### config.mk
export PLATFORM = sky130hd
export DESIGN_NAME = disp_cmd_writer
export DESIGN_NICKNAME = d
export VERILOG_FILES = /design/src/rtl/disp_cmd_writer_pkg.sv /design/src/rtl/disp_cmd_writer_fifo_wr_port.sv /design/src/rtl/disp_cmd_writer.sv
export SDC_FILE = /design/constraint.sdc
export NUM_CORES = 1
export LEC_CHECK = 0
export CAP_MARGIN = 20
export CORE_MARGIN = 2
export CORE_UTILIZATION = 30
export DETAILED_ROUTE_END_ITERATION = 6
export PLACE_DENSITY_LB_ADDON = 0.1
export SYNTH_ARGS = -nofsm -noshare
export SYNTH_HDL_FRONTEND = slang
export SYNTH_SLANG_ARGS = --single-unit
### constraint.sdc
create_clock -name clk -period 2.2 [get_ports clk]
set_input_delay 0.33 -clock clk [delete_from_list [all_inputs] [get_ports clk]]
set_output_delay 0.33 -clock clk [all_outputs]
set_load 0.02 [all_outputs]
### src/rtl/disp_cmd_writer_pkg.sv
// Shared command definitions for the display command path. The display-side
// command processor decodes the same opcodes and payload lengths.
package disp_cmd_writer_pkg;

    localparam int FONT_BYTES_DEF   = 4096;
    localparam int CHDATA_BYTES_DEF = 512;
    localparam int IDX_W            = 13;

    localparam logic [7:0] OP_LOAD_FONT   = 8'h80;
    localparam logic [7:0] OP_PIXDATA     = 8'h81;
    localparam logic [7:0] OP_LOAD_CHDATA = 8'h82;

    typedef enum logic [1:0] {
        CMD_PIXDATA     = 2'b00,
        CMD_LOAD_FONT   = 2'b01,
        CMD_LOAD_CHDATA = 2'b10,
        CMD_RESERVED    = 2'b11
    } cmd_e;

    typedef enum logic [2:0] {
        P_IDLE,
        P_WAIT_ROOM,
        P_SETUP,
        P_STROBE,
        P_RECOVER
    } port_state_e;

    typedef enum logic [1:0] {
        S_IDLE,
        S_BUSY,
        S_FINISH
    } seq_state_e;

    function automatic logic [7:0] opcode_of(cmd_e cmd);
        case (cmd)
            CMD_LOAD_FONT:   return OP_LOAD_FONT;
            CMD_LOAD_CHDATA: return OP_LOAD_CHDATA;
            default:         return OP_PIXDATA;
        endcase
    endfunction

endpackage

### src/rtl/disp_cmd_writer_fifo_wr_port.sv
// Single-byte FIFO write port: waits for room, sets up data, pulses the
// active-low strobe for one cycle, then recovers for two cycles.
module fifo_wr_port
    import disp_cmd_writer_pkg::*;
(
    input  logic       clk,
    input  logic       nrst,
    input  logic       nff,
    input  logic       byte_valid,
    input  logic [7:0] byte_in,
    output logic       byte_ack,
    output logic       recover_end,
    output logic [7:0] disp_cmd_out,
    output logic       disp_cmd_wr
);

    port_state_e state, state_next;
    logic        rec_cnt;
    logic [7:0]  out_q;

    // NOTE: sequential state uses non-blocking assignments so every register
    // samples pre-edge values regardless of process ordering.
    always_ff @(posedge clk or negedge nrst) begin
        if (!nrst) state <= P_IDLE;
        else       state <= state_next;
    end

    // NOTE: default assignment first so no path through the case infers a latch.
    always_comb begin
        state_next = state;
        case (state)
            P_IDLE:      if (byte_valid) state_next = P_WAIT_ROOM;
            P_WAIT_ROOM: if (nff) state_next = P_SETUP;
            P_SETUP:     state_next = P_STROBE;
            P_STROBE:    state_next = P_RECOVER;
            P_RECOVER:   if (rec_cnt) state_next = byte_valid ? P_WAIT_ROOM : P_IDLE;
            default:     state_next = P_IDLE;
        endcase
    end

    // Data is captured on the way into SETUP and held through STROBE and RECOVER.
    always_ff @(posedge clk or negedge nrst) begin
        if (!nrst) begin
            rec_cnt <= 1'b0;
            out_q   <= 8'h00;
        end else begin
            rec_cnt <= (state == P_RECOVER) && !rec_cnt;
            if (state == P_WAIT_ROOM && nff) out_q <= byte_in;
        end
    end

    always_comb begin
        disp_cmd_wr  = (state != P_STROBE);
        byte_ack     = (state == P_STROBE);
        recover_end  = (state == P_RECOVER) && rec_cnt;
        disp_cmd_out = out_q;
    end

endmodule

### src/rtl/disp_cmd_writer.sv
// Command sequencer: sends opcode then payload bytes through fifo_wr_port,
// reading font/character payloads from a synchronous source memory.
module disp_cmd_writer
    import disp_cmd_writer_pkg::*;
#(
    parameter int FONT_BYTES   = FONT_BYTES_DEF,
    parameter int CHDATA_BYTES = CHDATA_BYTES_DEF
) (
    input  logic        clk,
    input  logic        nrst,
    input  logic        start,
    input  logic [1:0]  cmd_sel,
    input  logic [7:0]  pix_byte,
    output logic [11:0] src_addr,
    input  logic [7:0]  src_data,
    output logic [7:0]  disp_cmd_out,
    output logic        disp_cmd_wr,
    input  logic        nff_in,
    output logic        busy,
    output logic        done
);

    seq_state_e       state, state_next;
    cmd_e             cmd_q;
    logic [7:0]       pix_q;
    logic [IDX_W-1:0] idx;
    logic [IDX_W-1:0] last_idx;
    logic [IDX_W-1:0] last_idx_sel;
    logic             op_pending;
    logic             payload_done;
    logic             nff;
    logic             accept;
    logic             byte_valid;
    logic             byte_ack;
    logic             recover_end;
    logic [7:0]       cur_byte;

    always_ff @(posedge clk or negedge nrst) begin
        if (!nrst) nff <= 1'b0;
        else       nff <= nff_in;
    end

    assign accept = (state == S_IDLE) && start && (cmd_e'(cmd_sel) != CMD_RESERVED);

    always_comb begin
        case (cmd_e'(cmd_sel))
            CMD_LOAD_FONT:   last_idx_sel = IDX_W'(FONT_BYTES - 1);
            CMD_LOAD_CHDATA: last_idx_sel = IDX_W'(CHDATA_BYTES - 1);
            default:         last_idx_sel = '0;
        endcase
    end

    // The index stops at the last payload byte instead of wrapping, so
    // src_addr is left pointing at the final address after a transfer.
    always_ff @(posedge clk or negedge nrst) begin
        if (!nrst) begin
            cmd_q        <= CMD_PIXDATA;
            pix_q        <= 8'h00;
            idx          <= '0;
            last_idx     <= '0;
            op_pending   <= 1'b0;
            payload_done <= 1'b0;
        end else if (accept) begin
            cmd_q        <= cmd_e'(cmd_sel);
            pix_q        <= pix_byte;
            idx          <= '0;
            last_idx     <= last_idx_sel;
            op_pending   <= 1'b1;
            payload_done <= 1'b0;
        end else if (byte_ack) begin
            if (op_pending)           op_pending   <= 1'b0;
            else if (idx == last_idx) payload_done <= 1'b1;
            else                      idx          <= idx + 1'b1;
        end
    end

    always_ff @(posedge clk or negedge nrst) begin
        if (!nrst) state <= S_IDLE;
        else       state <= state_next;
    end

    always_comb begin
        state_next = state;
        case (state)
            S_IDLE:   if (accept) state_next = S_BUSY;
            S_BUSY:   if (payload_done && recover_end) state_next = S_FINISH;
            S_FINISH: state_next = S_IDLE;
            default:  state_next = S_IDLE;
        endcase
    end

    always_comb begin
        busy       = (state == S_BUSY);
        done       = (state == S_FINISH);
        byte_valid = (state == S_BUSY) && !payload_done;
        src_addr   = idx[11:0];
        if (op_pending)                cur_byte = opcode_of(cmd_q);
        else if (cmd_q == CMD_PIXDATA) cur_byte = pix_q;
        else                           cur_byte = src_data;
    end

    fifo_wr_port u_port (
        .clk          (clk),
        .nrst         (nrst),
        .nff          (nff),
        .byte_valid   (byte_valid),
        .byte_in      (cur_byte),
        .byte_ack     (byte_ack),
        .recover_end  (recover_end),
        .disp_cmd_out (disp_cmd_out),
        .disp_cmd_wr  (disp_cmd_wr)
    );

endmodule

==> results of run 1 <==
-- worst reg2reg max path: cells and delay by family (launching register included) --
| kind | cells | cell delay (ns) |
|---|---|---|
| compound gates | 3 | 0.60 |
| flops | 1 | 0.38 |
| simple gates | 2 | 0.66 |
| buf+inv | 1 | 0.18 |
-- layout by cell type (no fill, tap or decap), types with 2 or more instances in the layout --
master / count
sky130_fd_sc_hd__a21oi_2: 3
sky130_fd_sc_hd__nand2_1: 59
sky130_fd_sc_hd__inv_1: 6
sky130_fd_sc_hd__ha_1: 5
sky130_fd_sc_hd__buf_12: 3
sky130_fd_sc_hd__clkdlybuf4s50_1: 43
sky130_fd_sc_hd__buf_4: 13
sky130_fd_sc_hd__nor2b_1: 4
sky130_fd_sc_hd__clkinv_2: 2
sky130_fd_sc_hd__or3_1: 3
sky130_fd_sc_hd__o21ai_1: 6
sky130_fd_sc_hd__nor3_1: 4
sky130_fd_sc_hd__nand2b_1: 3
sky130_fd_sc_hd__o21ai_0: 7
sky130_fd_sc_hd__a21oi_1: 6
sky130_fd_sc_hd__nor2_1: 13
sky130_fd_sc_hd__o31ai_1: 12
sky130_fd_sc_hd__and3_1: 3
sky130_fd_sc_hd__mux2i_1: 8
sky130_fd_sc_hd__or4_1: 11
sky130_fd_sc_hd__dfrtp_1: 42
sky130_fd_sc_hd__nand3b_1: 2
sky130_fd_sc_hd__clkbuf_8: 5
sky130_fd_sc_hd__nand3_1: 2
sky130_fd_sc_hd__nand4_1: 6
-- sequential cells by signal (all words and copies together) (netlist names) --
name	count
op_pending	1
u_port.disp_cmd_out	8
u_port.state	3
u_port.rec_cnt	1
cmd_q	2
nff	1
last_idx	2
state	2
idx	13
pix_q	8
payload_done	1
-- cell usage after synthesis, types with 2 or more instances --
master,count,area share [%]
sky130_fd_sc_hd__nor2_1,13,2.2
sky130_fd_sc_hd__nor2b_1,4,1.1
sky130_fd_sc_hd__and3_1,3,0.85
sky130_fd_sc_hd__or4_1,11,3.8
sky130_fd_sc_hd__nand3b_1,2,0.68
sky130_fd_sc_hd__or3_1,3,0.85
sky130_fd_sc_hd__o21ai_0,7,1.6
sky130_fd_sc_hd__nand4_1,6,1.7
sky130_fd_sc_hd__a21oi_2,3,1.2
sky130_fd_sc_hd__buf_4,12,4.1
sky130_fd_sc_hd__nand2b_1,3,0.85
sky130_fd_sc_hd__nand3_1,2,0.46
sky130_fd_sc_hd__dfrtp_1,42,48
sky130_fd_sc_hd__nor3_1,4,0.91
sky130_fd_sc_hd__a21oi_1,6,1.4
sky130_fd_sc_hd__mux2i_1,8,3.6
sky130_fd_sc_hd__ha_1,5,2.8
sky130_fd_sc_hd__inv_1,6,1.0
sky130_fd_sc_hd__o31ai_1,12,4.1
sky130_fd_sc_hd__o21ai_1,6,1.4
sky130_fd_sc_hd__clkbuf_1,8,1.4
sky130_fd_sc_hd__nand2_1,59,10
-- kinds of logic after synthesis --
logic type                 after synthesis  synth area share [%]
AOI/OAI and AO/OA                       40                  12.0
and+or+nand+nor                        114                  24.9
buffers and inverters                   29                  7.91
muxes                                    9                  4.15
xor gates and xnor gates                 1                 0.398
DFF                                     42                  47.8
adders and majority gates                5                  2.85
-- layer usage --
layer  GRT usage [%]  share of wire [%]  vias to the layer above
met3            3.66                4.1                        4
met1            20.6                 50                      856
met4            2.85               0.80                        0
met5               0                  0                        -
met2            20.3                 45                       30
li1                -                  -                      915
-- layout make-up --
type / instances / share of cell area (%)
inverters: 6 / 0.791
well taps: 99 / 4.35
clock inverters: 2 / 0.351
repair buffers: 60 / 20.8
clock buffers: 5 / 2.42
flip-flops and latches: 42 / 36.9
multi-input cells: 169 / 34.4
-- power by group --
group          switching, mW  internal [mW]
clock                  0.263          0.213
combinational          0.821          0.759
sequential             0.293           1.09
total                   1.38           2.06
-- metrics by stage --
step           instances  setup WS, ns  area [µm²]  power [mW]
2_1_floorplan        240         0.292        2200        2.40
3_3_place_gp         376        0.0742        2770        2.99
3_5_place_dp         376        0.0558        2770        2.99
4_1_cts              383         0.182        2850        3.49
5_1_grt              383         0.114        2850        3.74
6_report             383         0.213        2850        3.44
-- worst paths after layout --
kind	endpoint	slack [ns]	cells after the start
max in group asynchronous	state[0]	1.99	2
worst min-delay path	idx[12]	0.002	2
worst max register to register	idx[3]	0.27	6
worst min register to register	u_port.disp_cmd_out[5]	0.48	2
worst max-delay path	disp_cmd_wr	0.21	3
min in group clk	nff	0.47	1
==> implementation parameters, run 1 <==
Parameter                              Value

Outcome
  Result of the run    completed

Die
  Die Height    roughly 90 µm
  Standard-cell rows    31
  Top-Level Pins    45
  Initial standard-cell utilization of the core    30.6%
  Overall die area    0.00803 mm²
  Floorplan core area    a little over 0.007 mm²
  Chip width    89.6 µm

Critical path
  Largest driver fanout on the critical path    7
  Category of the most critical setup path    flop to output pin
  Data required time at the worst endpoint    approximately 1.9 ns
  Reg2Reg Launch Point    idx[9]
  Cell-by-cell trace of the critical path    nand3b_1 -> buf_4 -> clkdlybuf4s50_1
  Origin of the worst setup path    u_port.state[2]
  Critical Path Max Stage Delay    0.53 ns
  Worst-path cell with the longest stage delay    sky130_fd_sc_hd__clkdlybuf4s50_1
  Element type at the critical path start    flop
  Cell family contributing the most delay on the critical path    buffers and inverters
  Data arrival time of the critical path    1.66 ns
  Buffers & Inverters on Critical Path    2
  Kind of end point of the critical path    output pin

Placement
  DP Wirelength    3580 µm
  GP Congestion    0.742
  Port Buffers    44

Cells and area
  Multi-input gate area    about 1000 µm²
  Reg area    roughly 0.0011 mm²
  Fill cell total of the finished layout    between 700 and 800
  Number of nets in the layout    between 300 and 400
  Final cell utilization of the core    between 30 and 40%
  Signed area change from the synthesized netlist to the final layout    29.6%
  Share of post-route cells with drive strength above 1    11.3%
  Count of antenna diodes in the layout    0

Timing
  Setup Viol. Count Final    0
  Max-slew violation count    0
  Post-layout min period    1.99 ns
  Final period utilization    90.3%
  RSZ-0062 raised after global routing    no
  Headroom to the max-slew limit    58.9%
  Final setup TNS    0 ns
  Highest attainable clock frequency    0.503 GHz
  Hold Slack    0.00219 ns
  Worst clock skew    0.00640 ns
  Transition time at the pin with the least slew margin    0.614 ns
  Fin. Hold Viols    0

Power
  Static Leakage    roughly 1.2 nW
  Power density normalized to cell area    between 1000 and 1500 mW/mm²
  Highest ir drop seen on vdd    0.367 mV

Run
  Max-Cap Viols    0

Global routing
  Global route overflow    0
  Global-route wire length before repair    8480 µm
  Initial antenna violation count    0
  GRT Overall Usage    13.8%
  Pin count of the biggest net entering global routing    43
  Number of global-route vias before repair    1,714

Detailed routing
  Count of TritonRoute iterations in the first routing pass    4
  Number of design-rule violations left by the first detailed-router iteration    114
  Total number of vias    1,805
  Wire per inst    13.3 µm
  Final wirelength    5090 µm
  Post-route DRC violation count    0
  Detailed-route vias per instance    4.71
  Antenna violation net count after detailed routing    0

Yosys
  Synthesis Warnings    0
  Mean instance size in the synthesized netlist    9.16 µm²
  #FFs+latches synth    42
  Share of flip-flops with an asynchronous set or reset after synthesis    100%
  Post-Synthesis Net Count    267
  Cell area after technology mapping    around 0.0022 mm²
  Part of the Yosys area used for sequential elements    47.8%
  Primary FF master, synth    sky130_fd_sc_hd__dfrtp_1
  Post-synth EDFFs    0
  Synthesized instance count    240
  Count of unique library cells instantiated by Yosys    37

Clock tree
  CTS buffer count    5
  TritonCTS clock tree    done
  Clock root buffer    sky130_fd_sc_hd__clkbuf_8
  Worst skew pair latency    0.29 ns
  Clock sink count    42
  Number of instances resized during post-cts repair    0
  CTS H-Tree Depth    2
  Setup Fix Bufs, Post-CTS    0
  Hold Buf Count CTS    0
  Reg clk slew, reported paths    0.08 ns
  Clk buf depth    2

Hold path
  Classification of the worst-slack hold path    input pin to async pin
Power figures use the tool's default switching activity.
==> run 2, diff against run 1 <==
CAP_MARGIN = 0   (was 20)
==> results of run 2 <==
No change in the layout: final DEF, timing and power equal those of run 1.
==> run 3, diff against run 2 <==
SKIP_LAST_GASP = 1   (was default)
SLEW_MARGIN = 20   (was default)
==> results of run 3 <==
No change in the layout: final DEF, timing and power equal those of run 1.
